### src/rtl/fetch_unit.sv
// fetch_unit -- instruction fetch stage sitting between the PC block and the
// shared instruction/data memory port.
//
// Each fetch is a single outstanding read. The fetch address is captured from
// PCaddr when the fetch starts and is then held on mem_addr for the whole
// request. The returned word is latched into instr, and iready pulses for one
// cycle. A misaligned start address, or a read that stays busy for too long,
// sends the unit into a sticky fault state that only RST can clear.
//
// Ports:
//   clk          rising-edge clock
//   RST          synchronous, active-high reset
//   PCaddr       fetch address from the PC block
//   fetch_en     core run enable; a new fetch starts only while this is high
//   dmem_pending data side owns the memory port; blocks the start of a fetch
//   mem_busy     memory is still servicing the current read
//   mem_rdata    read data, valid when mem_busy is low during mem_read
//   mem_read     instruction read request
//   mem_addr     read address, stable for the whole request
//   instr        last fetched instruction
//   iready       one-cycle pulse: instr was updated, so the PC may advance
//   ifault       sticky fetch fault (misaligned address or timeout)

module fetch_unit #(
  parameter int unsigned ADDR_W      = 32,
  parameter int unsigned DATA_W      = 32,
  parameter int unsigned TIMEOUT_CYC = 255
) (
  input  logic              clk,
  input  logic              RST,
  input  logic [ADDR_W-1:0] PCaddr,
  input  logic              fetch_en,
  input  logic              dmem_pending,
  input  logic              mem_busy,
  input  logic [DATA_W-1:0] mem_rdata,
  output logic              mem_read,
  output logic [ADDR_W-1:0] mem_addr,
  output logic [DATA_W-1:0] instr,
  output logic              iready,
  output logic              ifault
);

  localparam int unsigned CNT_W = (TIMEOUT_CYC > 0) ? $clog2(TIMEOUT_CYC + 1) : 1;
  localparam logic [CNT_W-1:0] CNT_MAX = CNT_W'(TIMEOUT_CYC);

  // Encodings match the legacy localparam values.
  typedef enum logic [1:0] {
    IDLE  = 2'd0,
    REQ   = 2'd1,
    DONE  = 2'd2,
    FAULT = 2'd3
  } state_t;

  state_t             state;
  logic [ADDR_W-1:0]  addr_q;
  logic [CNT_W-1:0]   cnt;

  always_ff @(posedge clk) begin
    if (RST) begin
      state  <= IDLE;
      addr_q <= '0;
      instr  <= '0;
      cnt    <= '0;
    end else begin
      unique case (state)
        IDLE: begin
          if (fetch_en && !dmem_pending) begin
            if (PCaddr[1:0] != 2'b00) begin
              state <= FAULT;
            end else begin
              addr_q <= PCaddr;
              cnt    <= '0;
              state  <= REQ;
            end
          end
        end
        // A started fetch always runs to completion or timeout; fetch_en and
        // dmem_pending are deliberately not looked at here.
        REQ: begin
          if (!mem_busy) begin
            instr <= mem_rdata;
            state <= DONE;
          end else if (cnt == CNT_MAX) begin
            state <= FAULT;
          end else begin
            cnt <= cnt + CNT_W'(1);
          end
        end
        DONE: begin
          state <= IDLE;
        end
        FAULT: begin
          state <= FAULT;
        end
        default: begin
          state <= IDLE;
        end
      endcase
    end
  end

  always_comb begin
    mem_read = (state == REQ);
    iready   = (state == DONE);
    ifault   = (state == FAULT);
    mem_addr = addr_q;
  end

endmodule

### config.mk
export PLATFORM = sky130hd
export DESIGN_NAME = fetch_unit
export DESIGN_NICKNAME = d
export VERILOG_FILES = /design/src/rtl/fetch_unit.sv
export SDC_FILE = /design/constraint.sdc
export NUM_CORES = 1
export LEC_CHECK = 0
export BUFFER_PORTS_ARGS = -buffer_cell sky130_fd_sc_hd__buf_2
export CAP_MARGIN = 20
export CORE_MARGIN = 2
export CORE_UTILIZATION = 35
export DETAILED_ROUTE_END_ITERATION = 6
export GPL_TIMING_DRIVEN = 0
export PLACE_DENSITY_LB_ADDON = 0.1
export SYNTH_ARGS = -nofsm -noshare
export SYNTH_HDL_FRONTEND = slang
export SYNTH_SLANG_ARGS = --single-unit
### constraint.sdc
create_clock -name clk -period 4.5 [get_ports clk]
set_clock_uncertainty 0.1 [all_clocks]
set_input_delay 0.45 -clock clk [delete_from_list [all_inputs] [get_ports clk]]
set_output_delay 0.45 -clock clk [all_outputs]
set_load 0.05 [all_outputs]
After elaboration in Yosys (flattened, before gate mapping) --
Index checks and enable logic that the tools add are counted.
Operators by class: $add $sub $neg 1, eq/ne operators 9, mux-type cells 10, bitwise operators 2, reductions and logical operators 9
Operators by type and width (number):
- 8-bit two-way mux | 4
- 8-bit one-hot mux with 2 select lines | 1
- 8-bit by 1-bit adder with 8-bit output, second input constant | 1
- 8-bit == test, second input constant | 1
- 2-bit two-way mux | 4
- 2-bit != test, second input constant | 4
- 2-bit one-hot mux with 4 select lines | 1
- 5-bit AND reduction | 1
- 2-bit == test, second input constant | 2
- 2-bit AND reduction | 2
- 2-bit nonzero test | 2
- 3-bit by 2-bit != test with 1-bit output, second input constant | 1
- 3-bit AND reduction | 1
- 2-bit by 1-bit == test with 1-bit output, second input constant | 1
- 2-bit zero test | 1
- 1-bit inverter | 2
- 1-bit logical AND | 1
- 1-bit zero test | 1
Storage, ports and cells: register bits after elaboration 74, input bits 69, word-level logic and storage cells 35

Depth between registers and ports, before layout --
depth in word-level cells 4, gate-level depth with buffers 6, gate-level depth less buffers 5

Worst setup path after synthesis --
Ideal clock, no wire load.
kind reg-to-output, start register state[1], end output port iready, arrival 1152 ps, setup slack 2798 ps, stages on the path, launching flop included 2, cells stage by stage dfxtp_1 -> nor2b_1
On the way: cells in the longest elaborated chain, start to end 1
Ends and longest elaborated chain:
- from (decl) | line 54 | state_t state;
- from (signal assigned) | line 60 | state <= IDLE;
- from (signal assigned) | line 69 | state <= FAULT;
- from (signal assigned) | line 73 | state <= REQ;
- 2-bit == test | line 104 | iready = (state == DONE);
- to (decl) | line 39 | output logic iready,
Every way passes these cells.

Worst setup path after layout --
start register state[0], end output port mem_read
On the way: cells in the longest elaborated chain, start to end 1
Ends and longest elaborated chain:
- 2-bit by 1-bit == test with 1-bit output | line 103 | mem_read = (state == REQ);
- to (decl) | line 36 | output logic mem_read,
Every way passes these cells.

==> results.py <==
metrics = {
    "synth": {
        "ys_warn_count": 0,
        "ys_types": 33,
        "synth_edf_count": 0,
        "synth_area_um2": 2760,
        "synthTopCellsByArea": "dfxtp_1 54%, nand2_1 18%, a21oi_1 12%, buf_2 1.6%, a31oi_1 1.4%",
        "yosysTopAreaCellShare": 0.536,
        "synth_largest_area_cell": "dfxtp_1",
        "yosysSeqAreaShare": 0.536,
        "syn_nets": 411,
        "synth_most_common_cell": "nand2_1",
        "ys_ff_latch": 74,
        "async_flop_share": 0,
        "synth_common_cells": "133 x nand2_1, 74 x dfxtp_1, 66 x a21oi_1",
        "ys.flop_type": "dfxtp_1",
        "syn_inst": 341,
        "syn_area_per_cell_um2": 8.11,
    },
    "grt": {
        "grt_pass1_vias": 2410,
        "grt_overflow": 0,
        "grt_max_degree": 13,
        "grt_first_pass_wirelength_um": 11400,
        "track_usage": 0.168,
        "antenna_found_initial": 0,
    },
    "min_path": {
        "hold_class": "input pin to flop",
    },
    "floorplan": {
        "die_h_um": 92.9,
        "core_um2": 7690,
        "die_area_um2": 8620,
        "ios": 136,
        "die_x_um": 92.9,
        "start_util": 0.360,
        "rows": 32,
    },
    "setup_path": {
        "slowest_stage": "dfxtp_1",
        "crit_type": "flop to output pin",
        "path_buf_inv": 2,
        "worstPathCellList": "nand2b_1 > inv_2 > buf_2",
        "critPathMaxStageDelay_ns": 0.50,
        "crit_arrival_ns": 1.46,
        "start_kind": "flop",
        "crit_fanout": 8,
        "crit_required_ns": 3.95,
        "critical_path.endpoint_type": "output pin",
        "crit_family": "flip-flops",
    },
    "timing": {
        "worst_pin_slew_ns": 0.487,
        "max_freq_ghz": 0.499,
        "finalSetupViolations": 0,
        "post-route-period-util": 0.446,
        "rsz0062_at_grt": "false",
        "drv_slew": 0,
        "timing.hold.ws_ns": 0.242,
        "fin_tns_setup_ns": 0,
        "max-slew-margin-rel": 0.673,
        "post-route-min-period_ns": 2.01,
        "hold_viol": 0,
    },
    "finish": {
        "final_util": 0.487,
        "drive_gt1_frac": 0.345,
        "nets": 557,
        "syn2layout_area_growth_pct": 35.6,
        "antennaDiodeCount": 0,
    },
    "routing": {
        "wl_per_cell_um": 12.1,
        "viasPerCell": 4.57,
        "drc": 0,
        "dr.first_iter.drc_count": 106,
        "wirelength_um": 7190,
        "vias": 2704,
        "first_pass_iters": 4,
        "ant_nets": 0,
    },
    "clocking": {
        "clock_path_buffers": 2,
        "cts-root-buf": "clkbuf_8",
        "cts_sinks": 74,
        "numCtsBuffers": 9,
        "insertion_delay_ns": 0.33,
        "cts_tree": "built",
        "postCtsHoldBufs": 0,
        "clk_pin_slew_ns": 0.08,
        "htreeDepth": 3,
        "cts_setup_buffers": 0,
        "cts.repair.resized": 0,
    },
    "placed_design": {
        "port_buffers": 135,
        "hpwl_um": 5220,
        "gp_congestion": 0.747,
    },
    "power": {
        "vdd_ir_drop_max_mv": 0.183,
        "cellLeakagePower_nw": 1.69,
        "powerDensity_nw_per_um2": 351,
        "p_total_mw": 1.32,
    },
    "run_status": {
        "status": "completed",
    },
    "job": {
        "cap_violations": 0,
    },
}
-- cell usage in the layout, fill, tap and decap left out, drive strengths merged --
master	synthesis	final
a21oi	66	66
nor2b	2	2
clkinvlp	0	1
nor2	6	6
o21ai	4	4
ha	1	1
nor3	3	3
o31ai	2	2
mux2i	1	1
nor4b	1	1
o31a	1	1
or3	1	1
o311ai	1	1
and3	3	3
a22oi	1	1
nand2	133	133
nand2b	3	3
bufinv	0	1
nand3	3	3
inv	3	4
o211ai	1	1
and2	3	3
clkinv	0	2
clkbuf	7	16
and4	1	1
a31oi	6	6
a32oi	1	1
and4bb	1	1
buf	12	147
dfxtp	74	74
-- cells by family after synthesis --
| group | count (synthesis) | share of synthesized area |
|---|---|---|
| simple gates | 160 | 0.247 |
| compound gates | 83 | 0.167 |
| flops | 74 | 0.536 |
| buf+inv | 22 | 0.0421 |
| fa+ha+maj | 1 | 0.00453 |
| mux | 1 | 0.00362 |
-- report_power, final --
group | internal, mW | switching [mW] | total (mW)
registers | 0.669 | 0.00869 | 0.677
logic | 0.0494 | 0.102 | 0.151
clock network | 0.250 | 0.238 | 0.488
total | 0.968 | 0.348 | 1.32
-- per-stage QoR --
stage               instances  setup slack [ns]  area [µm²]
global placement          578              2.66        3570
global route              592              2.41        3750
finish                    592              2.49        3750
CTS                       592              2.48        3750
floorplan                 341              2.80        2760
detailed placement        578              2.69        3570
-- routing by layer --
metal | routed length [µm] | up-vias | track usage
met4 | 104 | 0 | 0.0662
met1 | 3160 | 1187 | 0.214
met2 | 3290 | 89 | 0.265
li1 | - | 1419 | -
met5 | 0 | - | 0
met3 | 630 | 9 | 0.0537
-- sequential cells by signal, summed over array words and instances (netlist names) --
register	cells
mem_addr	32
instr	32
cnt	8
state	2
-- worst min-delay path: cells and delay by family --
family,cells,cell delay [ns]
compound gates,1,0.05
buf+inv,1,0.09
simple gates,1,0.05
-- path summary, 6_finish.rpt --
kind / cells past startpoint / to / from / slack [ns]
worst max-delay path: 3 / mem_read / state[0] / 2.49
worst min-delay path: 3 / instr[24] / mem_rdata[24] / 0.24
worst min register to register: 2 / instr[6] / instr[6] / 0.35
worst max register to register: 5 / cnt[6] / cnt[0] / 2.62
-- area by class of cell --
class | count | area (µm²)
buffer | 19 | 105
fill | 839 | 3940
multi-input combinational | 245 | 1170
clock buffer | 9 | 124
tap | 102 | 128
timing repair buffer | 135 | 676
inverter | 3 | 11.3
sequential | 74 | 1480
clock inverter | 5 | 56.3
No activity file was read; power rests on OpenSTA's default activity.
